<file path="config.mk">
export PLATFORM = sky130hd
export DESIGN_NAME = uart_rx_param
export DESIGN_NICKNAME = d
export VERILOG_FILES = /design/src/rtl/uart_rx_param.sv
export SDC_FILE = /design/constraint.sdc
export NUM_CORES = 1
export LEC_CHECK = 0
export BUFFER_PORTS_ARGS = -buffer_cell sky130_fd_sc_hd__buf_2
export CAP_MARGIN = 20
export CORE_MARGIN = 4
export CORE_UTILIZATION = 55
export CTS_CLUSTER_SIZE = 12
export DETAILED_ROUTE_END_ITERATION = 16
export PLACE_DENSITY = 0.75
export SYNTH_ARGS = -nofsm -noshare
export SYNTH_HDL_FRONTEND = slang
export SYNTH_SLANG_ARGS = --single-unit
</file>
<file path="constraint.sdc">
create_clock -name clk -period 2.2 [get_ports clk]
set_clock_uncertainty 0.2 [all_clocks]
set_input_delay 0 -clock clk [delete_from_list [all_inputs] [get_ports clk]]
set_output_delay 0 -clock clk [all_outputs]
set_load 0.01 [all_outputs]
</file>
<file path="src/rtl/uart_rx_param.sv">
// rtl/uart_rx_param.sv - parameterised UART receiver with valid/ready output and error pulses
//
// Purpose: receives asynchronous serial frames (start, DATA_BITS data LSB first,
// optional parity, STOP_BITS stop bits), oversampled at CLKS_PER_BIT clocks
// per bit, and presents each good word on a valid/ready output.
//
// Ports:
//   clk        - clock
//   reset      - synchronous, active-high reset
//   rx_in      - asynchronous serial line, idles high
//   m_data     - received word, first received bit in the LSB
//   m_valid    - m_data holds a word not yet accepted
//   m_ready    - consumer accepts m_data when high with m_valid
//   frame_err  - one-cycle pulse: a stop bit sampled low (word discarded)
//   parity_err - one-cycle pulse: parity mismatch, stop bits good (word discarded)
//   overrun    - one-cycle pulse: good word dropped because m_data was still held
//   busy       - high while a frame is being received

module uart_rx_param #(
  parameter int CLKS_PER_BIT = 4,
  parameter int DATA_BITS    = 8,
  parameter int PARITY       = 0,
  parameter int STOP_BITS    = 1
) (
  input  logic                 clk,
  input  logic                 reset,
  input  logic                 rx_in,
  output logic [DATA_BITS-1:0] m_data,
  output logic                 m_valid,
  input  logic                 m_ready,
  output logic                 frame_err,
  output logic                 parity_err,
  output logic                 overrun,
  output logic                 busy
);

  localparam int CNT_W = $clog2(CLKS_PER_BIT);
  localparam int IDX_W = $clog2(DATA_BITS);

  localparam logic [CNT_W-1:0] C_LAST = CNT_W'(CLKS_PER_BIT - 1);
  localparam logic [CNT_W-1:0] H_LAST = CNT_W'(CLKS_PER_BIT / 2 - 1);
  localparam logic [IDX_W-1:0] D_LAST = IDX_W'(DATA_BITS - 1);
  localparam logic [IDX_W-1:0] S_LAST = IDX_W'(STOP_BITS - 1);

  typedef enum logic [2:0] {
    S_IDLE,
    S_START,
    S_DATA,
    S_PAR,
    S_STOP
  } state_t;

  state_t               r_state;
  logic [CNT_W-1:0]     r_cnt;
  logic [IDX_W-1:0]     r_idx;
  logic [DATA_BITS-1:0] r_shift;
  logic                 r_par_bad;
  logic                 r_stop_bad;
  logic                 r_rx_m;
  logic                 r_rx_s;
  logic [DATA_BITS-1:0] r_data;
  logic                 r_valid;
  logic                 r_ferr;
  logic                 r_perr;
  logic                 r_ovr;

  state_t               w_state_nxt;
  logic [CNT_W-1:0]     w_cnt_nxt;
  logic [IDX_W-1:0]     w_idx_nxt;
  logic [DATA_BITS-1:0] w_shift_nxt;
  logic                 w_par_bad_nxt;
  logic                 w_stop_bad_nxt;
  logic                 w_done;
  logic                 w_sample;
  logic                 w_par_exp;
  logic                 w_frame_bad;
  logic                 w_ferr_evt;
  logic                 w_perr_evt;
  logic                 w_good;
  logic                 w_load;

  // Even parity: the parity bit equals the XOR of the data; odd: its inverse.
  assign w_par_exp = (PARITY == 2) ? (^r_shift) : ~(^r_shift);

  // Every sample after the start bit lands a full bit period after the previous one.
  assign w_sample = (r_cnt == C_LAST);

  always_comb begin
    w_state_nxt    = r_state;
    w_cnt_nxt      = r_cnt + CNT_W'(1);
    w_idx_nxt      = r_idx;
    w_shift_nxt    = r_shift;
    w_par_bad_nxt  = r_par_bad;
    w_stop_bad_nxt = r_stop_bad;
    w_done         = 1'b0;
    case (r_state)
      S_IDLE: begin
        w_cnt_nxt = '0;
        if (!r_rx_s) begin
          w_state_nxt    = S_START;
          w_idx_nxt      = '0;
          w_par_bad_nxt  = 1'b0;
          w_stop_bad_nxt = 1'b0;
        end
      end
      S_START: begin
        // Mid-start-bit check: a line already back high was only a glitch.
        if (r_cnt == H_LAST) begin
          w_cnt_nxt   = '0;
          w_state_nxt = r_rx_s ? S_IDLE : S_DATA;
        end
      end
      S_DATA: begin
        if (w_sample) begin
          w_cnt_nxt   = '0;
          w_shift_nxt = {r_rx_s, r_shift[DATA_BITS-1:1]};
          if (r_idx == D_LAST) begin
            w_idx_nxt   = '0;
            w_state_nxt = (PARITY != 0) ? S_PAR : S_STOP;
          end else begin
            w_idx_nxt = r_idx + IDX_W'(1);
          end
        end
      end
      S_PAR: begin
        if (w_sample) begin
          w_cnt_nxt     = '0;
          w_par_bad_nxt = (r_rx_s != w_par_exp);
          w_state_nxt   = S_STOP;
        end
      end
      S_STOP: begin
        if (w_sample) begin
          w_cnt_nxt = '0;
          if (!r_rx_s) begin
            w_stop_bad_nxt = 1'b1;
          end
          // Leave on the final stop sample so a back-to-back start is not missed.
          if (r_idx == S_LAST) begin
            w_state_nxt = S_IDLE;
            w_done      = 1'b1;
          end else begin
            w_idx_nxt = r_idx + IDX_W'(1);
          end
        end
      end
      default: begin
        w_state_nxt = S_IDLE;
        w_cnt_nxt   = '0;
      end
    endcase
  end

  // The final stop sample is folded in here since r_stop_bad only covers earlier ones.
  assign w_frame_bad = r_stop_bad | ~r_rx_s;
  assign w_ferr_evt  = w_done & w_frame_bad;
  assign w_perr_evt  = w_done & ~w_frame_bad & r_par_bad;
  assign w_good      = w_done & ~w_frame_bad & ~r_par_bad;
  assign w_load      = w_good & (~r_valid | m_ready);

  always_ff @(posedge clk) begin
    if (reset) begin
      r_state    <= S_IDLE;
      r_cnt      <= '0;
      r_idx      <= '0;
      r_shift    <= '0;
      r_par_bad  <= 1'b0;
      r_stop_bad <= 1'b0;
      r_rx_m     <= 1'b1;
      r_rx_s     <= 1'b1;
      r_data     <= '0;
      r_valid    <= 1'b0;
      r_ferr     <= 1'b0;
      r_perr     <= 1'b0;
      r_ovr      <= 1'b0;
    end else begin
      r_state    <= w_state_nxt;
      r_cnt      <= w_cnt_nxt;
      r_idx      <= w_idx_nxt;
      r_shift    <= w_shift_nxt;
      r_par_bad  <= w_par_bad_nxt;
      r_stop_bad <= w_stop_bad_nxt;
      r_rx_m     <= rx_in;
      r_rx_s     <= r_rx_m;
      r_ferr     <= w_ferr_evt;
      r_perr     <= w_perr_evt;
      r_ovr      <= w_good & r_valid & ~m_ready;
      if (w_load) begin
        r_data  <= r_shift;
        r_valid <= 1'b1;
      end else if (r_valid && m_ready) begin
        r_valid <= 1'b0;
      end
    end
  end

  assign m_data     = r_data;
  assign m_valid    = r_valid;
  assign frame_err  = r_ferr;
  assign parity_err = r_perr;
  assign overrun    = r_ovr;
  assign busy       = (r_state != S_IDLE);

endmodule

</file>
# Word-level counts from Yosys, hierarchy flattened
# Index checks and enable logic that the tools add are counted.
[word_totals]
out_inout_bits = 13
register_bits = 32
wordCells = 91
input_bits = 4
[op_classes]
n_mux = 29
n_reduce_logical = 15
n_addsub = 2
bitwise = 15
eq_ne = 17
[ops]
columns = ["cell", "count"]
rows = [
  ["$mux 3", 12],
  ["$ne 2x2->1 const B", 9],
  ["$pmux 3 s5", 1],
  ["$mux 1", 9],
  ["$pmux 3 s3", 1],
  ["$reduce_xor 8->1", 1],
  ["$and 1x1->1", 7],
  ["$reduce_and 7->1", 1],
  ["$eq 3x2->1 const B", 2],
  ["$eq 3x3->1 const B", 2],
  ["$logic_not 3->1", 2],
  ["$mux 2", 3],
  ["$not 1->1", 6],
  ["$reduce_bool 2->1", 3],
  ["$reduce_bool 3->1", 2],
  ["$reduce_and 5->1", 1],
  ["$pmux 1 s2", 2],
  ["$pmux 2 s2", 1],
  ["$reduce_and 4->1", 1],
  ["$add 3x1->3 const B", 1],
  ["$eq 3x1->1 const B", 1],
  ["$reduce_and 3->1", 1],
  ["$reduce_or 3->1", 1],
  ["$add 2x1->2 const B", 1],
  ["other kinds (6)", 7],
]

# Longest topological paths before layout
# Gate-level depths: netlist of the first run.
[depth]
word_depth = 8
ltp_mapped = 6
ltp_nobuf = 6

# Worst setup path before layout of the first run
# OpenSTA, ideal clock, no wires.
[synth_timing]
kind = "register to register"
startpoint = "register r_idx[0]"
endpoint = "register r_idx[1]"
period_less_slack_ns = 1.787
n_path_buf = 0
required_ns = 1.929
arrival_time_ns = 1.517
path_stages_with_launch = 7
setup_ns = 0.071
slack_ns = 0.413
path_cell_list = "dfxtp_1 ha_1 ha_1 or3b_4 a211oi_2 nand4_1 a21oi_1"
[synth_via]
elab_chain_cells = 4
word_cells_on_any_way = 10
classes_between = "1 x add/sub; 2 x eq/ne; 5 x mux; 2 x reduce/logical"
[synth_rtl]
columns = ["element", "line_no", "rtl"]
rows = [
  ["start: declaration", "55", "logic [IDX_W-1:0] r_idx;"],
  ["start signal: assignment", "179", "r_idx <= w_idx_nxt;"],
  ["$add 3x1->3 / $eq 3x3->1 (equally long branches)", "121, 143, 117", ""],
  ["$mux 3, on equally long branches", "139, 117", ""],
  ["$mux 3, on equally long branches", "133, 114", ""],
  ["$pmux 3 s3", "96", "case (r_state)"],
]
# Several ways; a longest one is shown, not always the timed one. The select of a mux whose other input is x is not followed.
# A chain may end at the register's enable or synchronous reset.

# Final worst setup path of the first run
[layout_timing]
startpoint = "register r_cnt[0]"
endpoint = "register r_valid (netlist: m_valid)"
[layout_via]
elab_chain_cells = 7
word_cells_on_any_way = 8
classes_between = "1 x eq/ne; 3 x mux; 3 x bitwise; 1 x reduce/logical"
[layout_rtl]
columns = ["element", "line_no", "rtl"]
rows = [
  ["start: declaration", "54", "logic [CNT_W-1:0] r_cnt;"],
  ["start signal: assignment", "178", "r_cnt <= w_cnt_nxt;"],
  ["$eq 2x2->1 (*)", "86", "assign w_sample = (r_cnt == C_LAST);"],
  ["$mux 1 (*)", "133", "if (w_sample) begin"],
  ["$mux 1 (*)", "96", ""],
  ["$and 1x1->1 (*) (2 in series)", "158", "assign w_good = w_done & ~w_frame_bad & ~r_par_bad;"],
  ["$and 1x1->1 (*)", "159", "assign w_load = w_good & (~r_valid | m_ready);"],
  ["$mux 1 / $reduce_bool 2->1 (equally long branches)", "-", ""],
  ["end signal: assignment", "172", "r_valid <= 1'b0;"],
  ["end signal: assignment", "190", "r_valid <= 1'b1;"],
  ["end signal: assignment", "192", "r_valid <= 1'b0;"],
  ["end: declaration", "62", "logic r_valid;"],
]
# Every way passes the cells marked *; elsewhere a longest branch is shown, timed or not.

==> results of run 1 <==
-- sequential cells by signal (all words and copies together), names as in the netlist, 2 cells and up --
name and cells:
r_shift 8, r_cnt 2, m_data 8, r_idx 3
r_state 3
-- where the power goes --
part	total [mW]	internal, mW	switching, mW
Clock	0.443	0.238	0.205
Combinational	0.0439	0.0202	0.0238
Sequential	0.587	0.582	0.00514
Total	1.07	0.841	0.233
-- worst max-delay path, stage by stage (launching register included) --
cell and delay, ps:
dfxtp_1 400, ha_1 320, and3b_1 290, nand3_1 100, a21oi_1 150, dlygate4sd3_1 570
-- worst paths after layout --
check	endpoint	slack (ps)	depth (start not counted)
setup / recovery	m_valid$_SDFFE_PP0P_	130	5
setup reg to reg	m_valid$_SDFFE_PP0P_	130	5
hold reg to reg	r_rx_s$_SDFF_PP1_	220	1
hold / removal	r_rx_m$_SDFF_PP1_	190	3
-- metal layers --
metal  up-vias  wire length (um)  share of wire
met5         -                 0              0
met4         0                38          0.012
met3         5               145          0.048
met2        22              1545           0.51
met1       588              1313           0.43
li1        609                 -              -
-- logic make-up (layout without fill, tap and decap cells) --
logic type	count (synthesis)	count (layout)	synth area share
xor gates and xnor gates	7	7	0.04785
DFF	32	32	0.4083
adders and majority gates	6	6	0.04785
and+or+nand+nor	56	56	0.2097
muxes	18	18	0.1164
AOI/OAI and AO/OA	28	28	0.1236
buffers and inverters	16	38	0.04625
-- cells in the mapped netlist (2+ instances only) --
| library cell | count |
|---|---|
| a211oi_2 | 2 |
| a21oi_1 | 8 |
| clkbuf_1 | 7 |
| dfxtp_1 | 32 |
| ha_1 | 6 |
| inv_1 | 6 |
| mux2_2 | 2 |
| mux2i_1 | 16 |
| nand2_1 | 5 |
| nand2b_1 | 5 |
| nand4_1 | 2 |
| nor2_1 | 20 |
| nor2b_1 | 3 |
| nor3_1 | 5 |
| nor3b_2 | 2 |
| o21a_1 | 2 |
| o21ai_0 | 4 |
| o22a_1 | 3 |
| o31ai_1 | 3 |
| or2_2 | 2 |
| or3_1 | 2 |
| xnor2_1 | 5 |
-- timing repair --
action | CTS | global route
hold endpoints to repair | 25 | 0
hold buffers | 4 | 0
endpoints found under the setup margin | 0 | 1
resized for setup | 0 | 1
-- cell type report --
cell class,instances,area [um^2],area share
sequential,32,641.9,0.3595
inverter,6,22.52,0.01261
tap,31,38.79,0.02172
timing repair buffer,24,150.1,0.08409
multi-input combinational,115,855.8,0.4793
clock buffer,6,41.29,0.02313
clock inverter,2,35.03,0.01962
==> flow_summary.yaml, run 1 <==
grt:
  wire_length_of_the_first_global_routing_pass_mm: 5.181
  global_route.usage.total: 0.1868
  antenna_found_initial: 0
  grt_start_max_net_pins: 32
  use_met2: 0.3112
  globalRouteMet3Util: 0.06080
  grt.busiest_layer: "met2"
  grt_pass1_vias: 1156
  gr-usage-met1: 0.2274
  gr-total-overflow: 0
sta:
  timing.final.crit_period_ps: 2071
  max_slew_violations: 0
  hold_slack_ps: 192.1
  grt_setup_unrepaired: "no"
  setup_viol: 0
  final_min_period_over_clock_period: 0.9415
  max_clock_freq_mhz: 482.8
  finalHoldViolations: 0
  timing.final.ws_setup_ps: 128.6
  setup_total_negative_slack_ps: 0
  worst_slew_margin_rel: 0.6465
  worstMarginPinSlew_ps: 530.3
setup_path:
  worstSetupPathType: "flop to flop"
  worst-path-max-fanout: 7
  r2r_start: "r_cnt[0]$_SDFF_PP0_"
  type_of_element_launching_the_critical_path: "flop"
  cp.required_ps: 2270
  critPathLaunch: "r_cnt[0]$_SDFF_PP0_"
  critical_path.endpoint_type: "flop"
  worstPathArrival_ps: 2140
logic_synthesis:
  post-synth-top-area-fraction: 0.4083
  leading_area_contributor_after_synthesis: "dfxtp_1"
  netlist_top_cells_area: "dfxtp_1, mux2i_1, ha_1, nor2_1, xnor2_1"
  syn_area_um2: 1569
  ys_seq_area_frac: 0.4083
  synthesized_netlist_cell_count: 163
  postSynthRegisterBits: 32
  yosys.cell_types.count: 43
  yosys_warnings: 0
  syn_area_per_cell_um2: 9.626
  synth_enable_flop_cells: 0
  synth_ff_type: "dfxtp_1"
  synth-async-reset-ratio: 0
  mappedNetlistNets: 173
floorplanning:
  std_cell_rows: 19
  initial_core_util: 0.5739
  dieHeight_um: 61.41
  ioPinCount: 17
  fp.dieW_um: 61.41
  die-area_um2: 3771
  core_area_um2: 2734
place:
  place_ws_ps: 293.5
  detailed_place_hpwl_mm: 2.151
  globalplace.congestion: 0.7614
  post-place-cells: 204
  post_dp_cell_area_um2: 1668
  io_buffers: 16
hold_path:
  holdCritPathClass: "input port to flop"
  timing.hold.worst.start: "rx_in"
finish:
  finalCoreUtilization: 0.6531
  fillCellCount: 236
  final_cells: 216
  final_common_cell: "dfxtp_1"
  antennaDiodeCount: 0
  layout.cells.most_common_list: "dfxtp_1, nor2_1, mux2i_1, buf_2, a21oi_1"
  layout-drive-gt1-share: 0.2108
  nets: 194
  area_delta_synth_final_pct: 13.80
  final_cell_area_um2: 1785
routing:
  detail_route.vias_per_cell: 5.667
  antenna_violating_nets_post_route: 0
  post-route-drc-count: 0
  drt_first_pass_iters: 4
  avg_wl_per_cell_um: 14.09
  route.vias.total: 1224
  drt_wl_total_mm: 3.043
  first_iter_violations: 39
pwr:
  vdd_drop_max_mv: 0.5855
  cell_pwr_density_nw_per_um2: 601.6
  p_leak_nw: 0.7480
  fin_total_pwr_mw: 1.074
clock_tree:
  cts_setup_buffers: 0
  cts_h_tree_lvls: 2
  clk_transition_reported_paths_ps: 90
  clkLatencyLatePin_ps: 340
  tritoncts: "yes"
  numCtsBuffers: 5
  ctsRootBufferMaster: "clkbuf_4"
  number_of_buffers_on_the_longest_clock_path: 2
  tritoncts_num_sinks: 32
outcome:
  result_of_the_run: "finished, final reports clean"
job:
  maxCapViolations: 0
Power figures use the tool's default switching activity.
==> inputs of run 2 (changes only) <==
Settings changed: CORE_UTILIZATION 55 to 40, PLACE_DENSITY 0.75 to default, RECOVER_POWER from default to 25.
==> flow_summary.yaml, run 2 (synthesized netlist as in run 1, its figures left out) <==
clock_tree:
  tritoncts: "yes"
  clkLatencyLatePin_ps: 280
  ctsHoldBuffers: 3
  ctsRootBufferMaster: "clkbuf_8"
  clk_transition_reported_paths_ps: 60
  cts_resized: 0
  cts_setup_buffers: 0
  number_of_buffers_on_the_longest_clock_path: 2
  numCtsBuffers: 5
  cts_h_tree_lvls: 2
  tritoncts_num_sinks: 32
routing:
  route.vias.total: 1198
  antenna_violating_nets_post_route: 0
  drt_wl_total_mm: 2.969
  post-route-drc-count: 0
  avg_wl_per_cell_um: 12.74
  first_iter_violations: 46
  drt_first_pass_iters: 4
  detail_route.vias_per_cell: 5.142
sta:
  finalHoldViolations: 0
  setup_viol: 0
  worstMarginPinSlew_ps: 519.0
  timing.final.crit_period_ps: 1914
  timing.final.ws_setup_ps: 285.9
  setup_total_negative_slack_ps: 0
  final_min_period_over_clock_period: 0.8700
  grt_setup_unrepaired: "no"
  max_slew_violations: 0
  hold_slack_ps: 213.3
  worst_slew_margin_rel: 0.6540
  max_clock_freq_mhz: 522.5
pwr:
  cell_pwr_density_nw_per_um2: 606.9
  vdd_drop_max_mv: 0.4407
  p_leak_nw: 0.6995
grt:
  wire_length_of_the_first_global_routing_pass_mm: 5.395
  global_route.usage.total: 0.1327
  grt_pass1_vias: 1213
  antenna_found_initial: 0
  grt_start_max_net_pins: 32
  gr-total-overflow: 0
finish:
  layout.cells.most_common_list: "dfxtp_1, nor2_1, mux2i_1, clkbuf_1, a21oi_1"
  finalCoreUtilization: 0.4862
  area_delta_synth_final_pct: 15.15
  layout-drive-gt1-share: 0.1514
  final_cells: 233
  nets: 194
  antennaDiodeCount: 0
  final_common_cell: "dfxtp_1"
floorplanning:
  die-area_um2: 4989
  std_cell_rows: 22
  core_area_um2: 3716
  fp.dieW_um: 70.63
  initial_core_util: 0.4222
  dieHeight_um: 70.63
  ioPinCount: 17
setup_path:
  critical_path_top_delay_cell: "or3b_4"
  timing.critical_path.mode_cell: "ha_1"
  type_of_element_launching_the_critical_path: "flop"
  worstPathArrival_ps: 1920
  reg2reg_slack_ps: 290
  critical_path_cell_count: 6
  worst_setup_path_endpoint: "r_idx[1]$_SDFFE_PP0P_"
  critical_path.endpoint_type: "flop"
  timing.rr.end: "r_idx[1]$_SDFFE_PP0P_"
  timing.reg2reg.worst_path_depth: 6
  timing.critical_path.buf_inv: 0
  critPathLaunch: "r_idx[0]$_SDFFE_PP0P_"
  cp.required_ps: 2210
  worst-path-max-fanout: 4
  critPathTopFamily: "simple AND/OR/NAND/NOR gates"
  r2r_start: "r_idx[0]$_SDFFE_PP0P_"
  cell_chain_of_the_critical_path: "ha_1 -> ha_1 -> or3b_4 -> a211oi_2 -> nand4_1 -> a21oi_1"
  timing.critical_path.slowest_cell_delay_ps: 400
  worstSetupPathType: "flop to flop"
place:
  post-place-cells: 222
  io_buffers: 16
  globalplace.congestion: 0.8325
  place_ws_ps: 297.4
  detailed_place_hpwl_mm: 2.122
hold_path:
  holdCritPathClass: "flop to flop"
job:
  maxCapViolations: 0
outcome:
  result_of_the_run: "finished, final reports clean"
[run 2: cell count changes in the layout (fill, tap and decap cells not counted), moves of 5 or more]
cell and change:
clkbuf_4 -5, clkbuf_8 +6, clkbuf_1 +11, buf_2 -11
[run 2: how the worst min path moves through the flow]
stage,from,end,slack [ps],cells past startpoint
2_1_floorplan,rx_in,r_rx_m$_SDFF_PP1_,-100,1
3_3_place_gp,rx_in,r_rx_m$_SDFF_PP1_,-10,2
3_5_place_dp,rx_in,r_rx_m$_SDFF_PP1_,3,2
4_1_cts,r_rx_m$_SDFF_PP1_,r_rx_s$_SDFF_PP1_,220,1
5_1_grt,r_rx_m$_SDFF_PP1_,r_rx_s$_SDFF_PP1_,250,1
6_report,r_rx_m$_SDFF_PP1_,r_rx_s$_SDFF_PP1_,210,1
[run 2: area by class of cell]
class                      instances  area [um^2]
clock buffer                       7        86.33
clock inverter                     1        7.507
fill                             363         1909
inverter                           6        22.52
multi-input combinational        115        855.8
sequential                        32        640.6
tap                               48        60.06
timing repair buffer              24        133.9
[run 2: routing by layer]
layer | up-vias | wire, um | GRT usage | part of all wire
li1 | 613 | - | - | -
met2 | 17 | 1410 | 0.2162 | 0.47
met1 | 564 | 1403 | 0.1630 | 0.47
met4 | 0 | 33 | 0.04802 | 0.011
met5 | - | 0 | 0 | 0
met3 | 4 | 122 | 0.04545 | 0.041
[run 2: where the power goes]
group	total, mW	internal (mW)	switching [mW]
clock network	0.465	0.254	0.212
registers	0.588	0.583	0.00495
logic	0.0435	0.0201	0.0233
total	1.10	0.857	0.240
[run 2: stage by stage]
| stage | power (mW) | area (um^2) |
|---|---|---|
| after floorplan | 0.6295 | 1569 |
| after global placement | 0.6398 | 1697 |
| after detailed placement | 0.6408 | 1697 |
| after CTS | 1.115 | 1821 |
| after global routing | 1.149 | 1807 |
| final | 1.096 | 1807 |
==> inputs of run 3 (changes only) <==
Settings changed: CTS_BUF_LIST from default to sky130_fd_sc_hd__clkbuf_16.
==> flow_summary.yaml, run 3 (synthesized netlist as in run 1, its figures left out) <==
outcome:
  result_of_the_run: "finished, final reports clean"
sta:
  hold_slack_ps: 210.3
  worstMarginPinSlew_ps: 523.6
  max_clock_freq_mhz: 524.0
  timing.final.crit_period_ps: 1908
  worst_slew_margin_rel: 0.6510
  grt_setup_unrepaired: "no"
  setup_viol: 0
  setup_total_negative_slack_ps: 0
  max_slew_violations: 0
  finalHoldViolations: 0
  final_min_period_over_clock_period: 0.8674
place:
  io_buffers: 16
  detailed_place_hpwl_mm: 2.122
  globalplace.congestion: 0.8325
setup_path:
  timing.critical_path.slowest_cell_delay_ps: 400
  critical_path_top_delay_cell: "or3b_4"
  r2r_start: "r_idx[0]$_SDFFE_PP0P_"
  worst-path-max-fanout: 4
  reg2reg_slack_ps: 290
  critPathTopFamily: "simple AND/OR/NAND/NOR gates"
  worstSetupPathType: "flop to flop"
  worstPathArrival_ps: 1910
  critical_path.endpoint_type: "flop"
  timing.reg2reg.worst_path_depth: 6
  type_of_element_launching_the_critical_path: "flop"
  timing.critical_path.buf_inv: 0
  critical_path_cell_count: 6
  timing.critical_path.mode_cell: "ha_1"
  timing.rr.end: "r_idx[1]$_SDFFE_PP0P_"
  cell_chain_of_the_critical_path: "ha_1 -> ha_1 -> or3b_4 -> a211oi_2 -> nand4_1 -> a21oi_1"
  cp.required_ps: 2200
routing:
  first_iter_violations: 59
  antenna_violating_nets_post_route: 0
  drt_first_pass_iters: 4
  detail_route.vias_per_cell: 5.240
  drt_wl_total_mm: 3.034
  avg_wl_per_cell_um: 13.02
  route.vias.total: 1221
  post-route-drc-count: 0
clock_tree:
  ctsRootBufferMaster: "clkbuf_16"
  tritoncts: "yes"
  cts_resized: 0
  number_of_buffers_on_the_longest_clock_path: 2
  tritoncts_num_sinks: 32
  numCtsBuffers: 5
  clk_transition_reported_paths_ps: 50
  clkLatencyLatePin_ps: 270
  cts_h_tree_lvls: 2
finish:
  area_delta_synth_final_pct: 18.10
  nets: 194
  layout-drive-gt1-share: 0.1459
  layout.cells.most_common_list: "dfxtp_1, nor2_1, mux2i_1, clkbuf_1, a21oi_1"
  final_common_cell: "dfxtp_1"
  finalCoreUtilization: 0.4987
  antennaDiodeCount: 0
pwr:
  cell_pwr_density_nw_per_um2: 686.7
  vdd_drop_max_mv: 0.5187
  p_leak_nw: 0.7237
grt:
  gr-total-overflow: 0
  global_route.usage.total: 0.1375
  grt_start_max_net_pins: 32
  wire_length_of_the_first_global_routing_pass_mm: 5.533
  globalRouteMet3Util: 0.04688
  gr-usage-met1: 0.1677
  grt_pass1_vias: 1228
  antenna_found_initial: 0
  use_met2: 0.2173
  grt.busiest_layer: "met2"
job:
  maxCapViolations: 0
hold_path:
  hold_path_end: "r_rx_s$_SDFF_PP1_"
  timing.hold.worst.start: "r_rx_m$_SDFF_PP1_"
  min_path_cells: 1
  holdCritPathClass: "flop to flop"
floorplanning:
  dieHeight_um: 70.63
  core_area_um2: 3716
  std_cell_rows: 22
  initial_core_util: 0.4222
  die-area_um2: 4989
  ioPinCount: 17
  fp.dieW_um: 70.63
run 3: area by class of cell:
cell class | count | area (um^2)
clock buffers | 5 | 125.1
clock inverters | 3 | 15.01
fillers | 362 | 1863
inverters | 6 | 22.52
multi-input cells | 115 | 855.8
flip-flops and latches | 32 | 640.6
well taps | 48 | 60.06
repair buffers | 24 | 133.9
run 3: worst max-delay path by stage:
| stage | start | endpoint | slack [ps] |
|---|---|---|---|
| floorplan | r_idx[0]$_SDFFE_PP0P_ | r_idx[1]$_SDFFE_PP0P_ | 410 |
| finish | r_idx[0]$_SDFFE_PP0P_ | r_idx[1]$_SDFFE_PP0P_ | 290 |
| global route | r_idx[0]$_SDFFE_PP0P_ | r_idx[0]$_SDFFE_PP0P_ | 190 |
| global placement | r_idx[0]$_SDFFE_PP0P_ | r_idx[1]$_SDFFE_PP0P_ | 370 |
| CTS | r_idx[0]$_SDFFE_PP0P_ | r_idx[1]$_SDFFE_PP0P_ | 280 |
| detailed placement | r_idx[0]$_SDFFE_PP0P_ | r_idx[1]$_SDFFE_PP0P_ | 300 |
run 3: power by group:
group | switching (mW) | total (mW) | internal (mW) | leakage [nW]
clock | 0.230 | 0.640 | 0.410 | 0.0687
combinational | 0.0232 | 0.0434 | 0.0202 | 0.397
sequential | 0.00502 | 0.589 | 0.584 | 0.258
total | 0.259 | 1.27 | 1.01 | 0.724
run 3: metrics by stage:
| step | power [mW] | std cells | instance area [um^2] | setup slack [ps] |
|---|---|---|---|---|
| 2_1_floorplan | 0.6295 | 163 | 1569 | 412.8 |
| 3_3_place_gp | 0.6398 | 222 | 1697 | 373.3 |
| 3_5_place_dp | 0.6408 | 222 | 1697 | 297.4 |
| 4_1_cts | 1.295 | 233 | 1867 | 280.6 |
| 5_1_grt | 1.327 | 233 | 1853 | 186.6 |
| 6_report | 1.272 | 233 | 1853 | 291.7 |
run 3: routing by layer:
| metal | wire length [um] | share of wire |
|---|---|---|
| met1 | 1425 | 0.47 |
| met3 | 130 | 0.043 |
| met2 | 1396 | 0.46 |
| met4 | 81 | 0.027 |
| met5 | 0 | 0 |
run 3: what timing repair did:
| action | CTS | global route |
|---|---|---|
| buffers inserted | 0 | 0 |
| endpoints found under the hold margin | 8 | 0 |
| hold buffers | 3 | 0 |
